[src/rtl/branch_outcome_predictor_pkg.sv]
// Shared encodings and helpers for the sail core branch outcome predictor.
// 2-bit saturating counter states; the MSB alone decides taken/not-taken.
package branch_outcome_predictor_pkg;

  localparam logic [1:0] kSAIL_BP_SNT = 2'b00;
  localparam logic [1:0] kSAIL_BP_WNT = 2'b01;
  localparam logic [1:0] kSAIL_BP_WT  = 2'b10;
  localparam logic [1:0] kSAIL_BP_ST  = 2'b11;

  localparam logic [1:0] kSAIL_BP_RESET = kSAIL_BP_WNT;

  function automatic logic bp_predict_taken(input logic [1:0] cnt);
    return cnt[1];
  endfunction

endpackage

[src/rtl/branch_outcome_predictor_sat_counter2.sv]
// Next-state logic for one 2-bit saturating counter: step toward the
// observed outcome, holding at the strong states.
module sat_counter2
  import branch_outcome_predictor_pkg::*;
(
  input  logic [1:0] cnt_i,
  input  logic       taken_i,
  output logic [1:0] cnt_o
);

  always_comb begin
    cnt_o = cnt_i;
    if (taken_i) begin
      unique case (cnt_i)
        kSAIL_BP_SNT: cnt_o = kSAIL_BP_WNT;
        kSAIL_BP_WNT: cnt_o = kSAIL_BP_WT;
        kSAIL_BP_WT:  cnt_o = kSAIL_BP_ST;
        kSAIL_BP_ST:  cnt_o = kSAIL_BP_ST;
        default:      cnt_o = cnt_i;
      endcase
    end else begin
      unique case (cnt_i)
        kSAIL_BP_SNT: cnt_o = kSAIL_BP_SNT;
        kSAIL_BP_WNT: cnt_o = kSAIL_BP_SNT;
        kSAIL_BP_WT:  cnt_o = kSAIL_BP_WNT;
        kSAIL_BP_ST:  cnt_o = kSAIL_BP_WT;
        default:      cnt_o = cnt_i;
      endcase
    end
  end

endmodule

[src/rtl/branch_outcome_predictor.sv]
// PC-indexed 2-bit counter branch predictor with target adder, execute-stage
// training, mispredict flag and free-running branch/mispredict statistics.
module branch_outcome_predictor
  import branch_outcome_predictor_pkg::*;
#(
  parameter int IDX_BITS = 4
) (
  input  logic        clk,
  input  logic        rst_n,
  input  logic        pred_valid,
  input  logic [31:0] pred_pc,
  input  logic [31:0] pred_offset,
  output logic        prediction,
  output logic [31:0] branch_addr,
  input  logic        res_valid,
  input  logic [31:0] res_pc,
  input  logic        res_taken,
  input  logic        res_predicted,
  output logic        mispredict,
  output logic [31:0] branch_count,
  output logic [31:0] mispredict_count
);

  localparam int DEPTH = 1 << IDX_BITS;

  // Kept in flops rather than RAM so a single reset cycle clears every entry.
  logic [1:0] table_q [DEPTH];
  logic [1:0] table_d [DEPTH];

  logic [IDX_BITS-1:0] pred_idx;
  logic [IDX_BITS-1:0] res_idx;
  logic [1:0]          upd_cur;
  logic [1:0]          upd_next;

  logic [31:0] branch_count_q;
  logic [31:0] branch_count_d;
  logic [31:0] mispredict_count_q;
  logic [31:0] mispredict_count_d;

  assign pred_idx = pred_pc[IDX_BITS+1:2];
  assign res_idx  = res_pc[IDX_BITS+1:2];

  // Lookup reads registered state only, so a same-cycle update is not seen.
  assign prediction  = pred_valid & bp_predict_taken(table_q[pred_idx]);
  assign branch_addr = pred_pc + pred_offset;
  assign mispredict  = res_valid & (res_taken ^ res_predicted);

  assign upd_cur = table_q[res_idx];

  sat_counter2 u_sat_counter2 (
    .cnt_i   (upd_cur),
    .taken_i (res_taken),
    .cnt_o   (upd_next)
  );

  for (genvar gi = 0; gi < DEPTH; gi++) begin : g_entry
    assign table_d[gi] = (res_valid && (res_idx == IDX_BITS'(gi))) ? upd_next : table_q[gi];
  end

  always_comb begin
    branch_count_d     = branch_count_q;
    mispredict_count_d = mispredict_count_q;
    if (res_valid) begin
      branch_count_d = branch_count_q + 32'd1;
    end
    if (mispredict) begin
      mispredict_count_d = mispredict_count_q + 32'd1;
    end
  end

  always_ff @(posedge clk) begin
    if (!rst_n) begin
      for (int i = 0; i < DEPTH; i++) begin
        table_q[i] <= kSAIL_BP_RESET;
      end
      branch_count_q     <= '0;
      mispredict_count_q <= '0;
    end else begin
      for (int i = 0; i < DEPTH; i++) begin
        table_q[i] <= table_d[i];
      end
      branch_count_q     <= branch_count_d;
      mispredict_count_q <= mispredict_count_d;
    end
  end

  assign branch_count     = branch_count_q;
  assign mispredict_count = mispredict_count_q;

  // Only the index bits of each PC are used; the rest are intentionally ignored.
  logic unused_pc_bits;
  assign unused_pc_bits = ^{pred_pc[31:IDX_BITS+2], pred_pc[1:0],
                            res_pc[31:IDX_BITS+2], res_pc[1:0]};

endmodule

[config.mk]
export PLATFORM = sky130hd
export DESIGN_NAME = branch_outcome_predictor
export DESIGN_NICKNAME = d
export VERILOG_FILES = /design/src/rtl/branch_outcome_predictor_pkg.sv /design/src/rtl/branch_outcome_predictor_sat_counter2.sv /design/src/rtl/branch_outcome_predictor.sv
export SDC_FILE = /design/constraint.sdc
export NUM_CORES = 1
export LEC_CHECK = 0
export ABC_CLOCK_PERIOD_IN_PS = 7230
export CAP_MARGIN = 20
export CELL_PAD_IN_SITES_DETAIL_PLACEMENT = 0
export CELL_PAD_IN_SITES_GLOBAL_PLACEMENT = 2
export CORE_AREA = 2 2 117 205
export CTS_CLUSTER_SIZE = 16
export DETAILED_ROUTE_END_ITERATION = 10
export DIE_AREA = 0 0 119 207
export PLACE_DENSITY = 0.9
export REMOVE_ABC_BUFFERS = 1
export SKIP_LAST_GASP = 1
export SLEW_MARGIN = 20
export SYNTH_ARGS = -nofsm -noshare
export SYNTH_HDL_FRONTEND = slang
export SYNTH_SLANG_ARGS = --single-unit
[constraint.sdc]
create_clock -name clk -period 7.23 [get_ports clk]
set_input_delay 2.169 -clock clk [delete_from_list [all_inputs] [get_ports clk]]
set_output_delay 2.169 -clock clk [all_outputs]
set_load 0.005 [all_outputs]
# [Word level (Yosys, flattened, before mapping)]
# Memories as Yosys holds them, arrays and structs flattened.
# Cells that the tools add are included.
# Widths: inputs -> output; s select.
[totals] register_bits=64 ramBits=32 elab_cells=132 n_memories=1
[op_classes] addsub=3 n_eq_ne=34 muxes=37 bitwise_logic=19 n_reduce_logical=36
[mem_list] memory="table_q" depth=16 word_bits=2 rd=2 rd_ports_with_merged_regs=0 wr=16 line_no="branch_outcome_predictor.sv:27" source="logic [1:0] table_q [DEPTH];"
[op_table] operator="$mux 2" count=33
[op_table] operator="$add 32x1->32 const B" count=2
[op_table] operator="$add 32x32->32" count=1
[op_table] operator="$eq 4x4->1 const B" count=8
[op_table] operator="$reduce_and 2->1" count=16
[op_table] operator="$eq 4x3->1 const B" count=4
[op_table] operator="$logic_and 1x1->1" count=16
[op_table] operator="$ne 1x1->1 const B" count=16
[op_table] operator="$or 1x1->1" count=16
[op_table] operator="$pmux 2 s3" count=2
[op_table] operator="$eq 4x2->1 const B" count=2
[op_table] operator="$eq 2x2->1 const B" count=2
[op_table] operator="$eq 4x1->1 const B" count=1
[op_table] operator="$logic_not 4->1" count=1
[op_table] operator="$reduce_or 2->1" count=2
[op_table] operator="$and 1x1->1" count=2
[op_table] operator="$eq 2x1->1 const B" count=1
[op_table] operator="$logic_not 2->1" count=1
[op_table] operator="$mux 1" count=2
[op_table] operator="$xor 1x1->1" count=1

# [Longest topological paths before layout]
# An unclocked memory read counts as a cell.
[logic_depth] depth_word=7 ltp_mapped=9 depth_no_buf=9

# [Modules after synthesis]
# Synthesis repeated with hierarchy kept, for this count alone.
[hier_totals] hier_cells=705 area_unflattened_um2=6437.4
[by_module_without_submodules] module="branch_outcome_predictor" n_inst=1 cells_per_inst=702 area_each_um2=6411.1
[by_module_without_submodules] module="sat_counter2" n_inst=1 cells_per_inst=3 area_each_um2=26.3

# [Least setup slack after synthesis]
# Ideal clock, no wire load.
[synth_timing] path_kind="input to output" startpoint="input pred_pc[0]" endpoint="output branch_addr[30]" arrival_ns=4.260 required_ns=5.061 slack_ns=0.801 cell_stages=9 path_buffers=0 cell_sequence="ha_1 fa_1 a211o_1 a211oi_1 o211ai_1 a22oi_1 o31ai_1 a31oi_1 xnor2_1"
[synth_between] elab_chain_len=1
[synth_rtl] item="from (decl)" line_no="branch_outcome_predictor.sv:11" source="input logic [31:0] pred_pc,"
[synth_rtl] item="$add 32x32->32" line_no="branch_outcome_predictor.sv:45" source="assign branch_addr = pred_pc + pred_offset;"
[synth_rtl] item="to (decl)" line_no="branch_outcome_predictor.sv:14" source="output logic [31:0] branch_addr,"
# Every way passes these cells.

# [Worst setup path after layout]
[layout_timing] startpoint="input pred_pc[5]" endpoint="output branch_addr[29]"
# Same word-level chain as after synthesis.

==> out/qor.txt <==
global-route wire length before repair = 29.6 mm
Tmin final = 7.13 ns
critical path class = input pin to output pin
# diodes = 0
Routed WL per cell = 15.6 um
num ports = 200
Filler cells = 2265
worst-path fanout max = 3
Sw Share = 28.2%
switching power total = 407 uW
distinct cell type count after synthesis = 47
EDFF count, synth = 32
internal power = 1.04 mW
DPL Wire Length = 15.0 mm
Die Ht = 207 um
cell count after synthesis = 667
Starting Density = 26.6%
worst min path class = flop to flop
clk buf depth = 2
total CTS buffers = 9
CP startpoint kind = input pin
ANT nets after route = 0
RePlAce Congestion = 0.837
Initial DRC Count = 210
setup TNS = 0 ns
Seq cells post-synth = 96
CTS tree = built
sequential share of power = 39.9%
Die X = 119 um
crit path DAT = 4.96 ns
maximum vdd drop = 0.118 mV
H-tree levels = 3
Vias/cell = 4.64
RSZ-0062 raised after global routing = yes
crit end category = output pin
Syn Area/Cell = 9.18 um^2
cell taking the most area after synthesis = dfxtp_1
Slew headroom = 45.6%
DR pass1 iterations = 4
commonest non-fill, non-tap cell in the layout = clkdlybuf4s50_1
synth top area cells = dfxtp_1 (21%), edfxtp_1 (16%), xnor2_1 (9.0%)
max_cap viols = 0
total core area = 23100 um^2
gr ovfl total = 0
PwrDens = 161 nW/um^2
Static Leak = 3.37 nW
layout cells sized above 1 = 12.6%
CTS Root Buffer Type = clkbuf_16
crit share post-route = 98.6%
largest net degree at the start of global routing = 83
Tot Pwr = 1.44 mW
# clock sinks = 96
DR vias = 5531
All-Layer GR Usage = 15.2%
Least-Margin Pin Slew = 0.814 ns
Synth Flop Type = dfxtp_1
Die Area = 24600 um^2
vias in the first global route = 5784
max frequency = 140 MHz
area growth from synthesis to layout = 46.2%
async set-or-reset flop fraction in the synthesized netlist = 0%
status = finished, final reports clean
Clk network pwr share = 31.8%
Final Hold Viols = 0
Syn. warnings = 0
Mapped Area = 6130 um^2
Synth top area share = 20.9%
Reg clk slew, reported paths = 0.07 ns
worst skew pair latency = 0.35 ns
final setup vio count = 0
most frequent cells in the layout = clkdlybuf4s50_1 (162), dfxtp_1 (64), xnor2_1 (63)
row cnt = 74
layout net count = 1020
sequential cell area fraction in the yosys report = 36.6%
Setup Skew = 0.00747 ns
Total Wirelength = 18.6 mm
initial antenna violation count = 0
Gate power share = 28.3%
PortBufs = 171
CP required = 5.06 ns
Pins Over Slew Limit = 0
Remaining DRCs = 0
==> final cells by class <==
cell class                 instances  area, um^2  area share [%]
tap                              304         380            4.25
clock buffer                       9         225            2.52
sequential                        96        2240            25.0
timing repair buffer             231        2170            24.2
clock inverter                     7        53.8           0.601
multi-input combinational        534        3840            42.9
inverter                          12        45.0           0.503
==> flip-flops by register name, summed over array words and instances, names as in the netlist <==
name,flops
branch_count,32
mispredict_count,32
table_q,32
==> final timing paths <==
check	depth (start not counted)	to	start	slack, ns
worst max-delay path	12	branch_addr[29]	pred_pc[5]	0.1
worst min-delay path	2	branch_count[30]	branch_count[30]	0.52
worst max register to register	7	mispredict_count[26]	mispredict_count[0]	4.65
worst min register to register	2	branch_count[30]	branch_count[30]	0.52
==> power groups by stage <==
stage	clock (mW)	combinational, mW	sequential [mW]
floorplan	0	0.172	0.586
global placement	0	0.399	0.587
detailed placement	0	0.399	0.588
CTS	0.473	0.404	0.576
global route	0.487	0.445	0.577
finish	0.459	0.408	0.576
==> critical path, cell delays in order <==
cell and delay, ns:
clkdlybuf4s50_1 0.44, ha_1 0.33, o21a_1 0.19, o21ai_1 0.28, a211oi_2 0.09, o21ai_1 0.15, buf_4 0.13, o21ai_0 0.08
buf_4 0.16, a221o_1 0.30, xor2_1 0.13, clkdlybuf4s50_1 0.51
==> Yosys cell counts, drive strengths merged (2+ instances only) <==
library cell,instances
xnor2,63
o21ai,43
nand2b,7
buf,5
a21o,7
and4,6
and3,16
nand3,27
xor2,23
mux2i,2
or2,3
nor3,6
mux4,15
nand4,16
edfxtp,32
a31oi,2
nor4,3
o21a,7
ha,33
o211ai,4
and2,60
nor2,44
a21boi,8
inv,12
clkbuf,20
o22ai,2
a211oi,6
nand3b,2
or3,10
a21oi,36
nand2,57
o21bai,4
dfxtp,64
nor2b,13
==> per-layer routing <==
| metal | global-route usage [%] | up-vias | part of all wire [%] | routed length (um) |
|---|---|---|---|---|
| met5 | 0 | - | 0 | 0 |
| met4 | 6.98 | 0 | 3.6 | 672 |
| met3 | 2.53 | 29 | 4.4 | 819 |
| met2 | 30.9 | 153 | 57 | 10600 |
| met1 | 14.1 | 2537 | 35 | 6450 |
| li1 | - | 2812 | - | - |
==> kinds of logic after synthesis <==
family,synth area share [%]
muxes,5.96
and+or+nand+nor,23.2
buffers and inverters,2.47
DFF,36.6
xor gates and xnor gates,12.3
AOI/OAI and AO/OA,12.4
adders and majority gates,7.07
==> through the flow <==
step	std cells	setup WS, ns	area, um^2	hold WS, ns	util (%)
finish	1193	0.0977	8950	0.518	38.8
global route	1193	-0.0829	8950	0.570	38.8
CTS	1192	-0.0285	8860	0.522	38.4
detailed placement	1175	-0.338	8540	0.511	37.1
global placement	1175	-0.328	8540	0.489	37.1
floorplan	642	0.801	6020	0.489	-
==> timing repair <==
item                                    in CTS  in global routing
hold buffers                                 0                  0
setup buffers                                1                  1
endpoints found under the setup margin      12                 11
gates resized for setup                     12                 21
pin swaps                                    7                  7
hold endpoints to repair                     0                  0
Note: power is estimated with default switching activity, not from simulation.
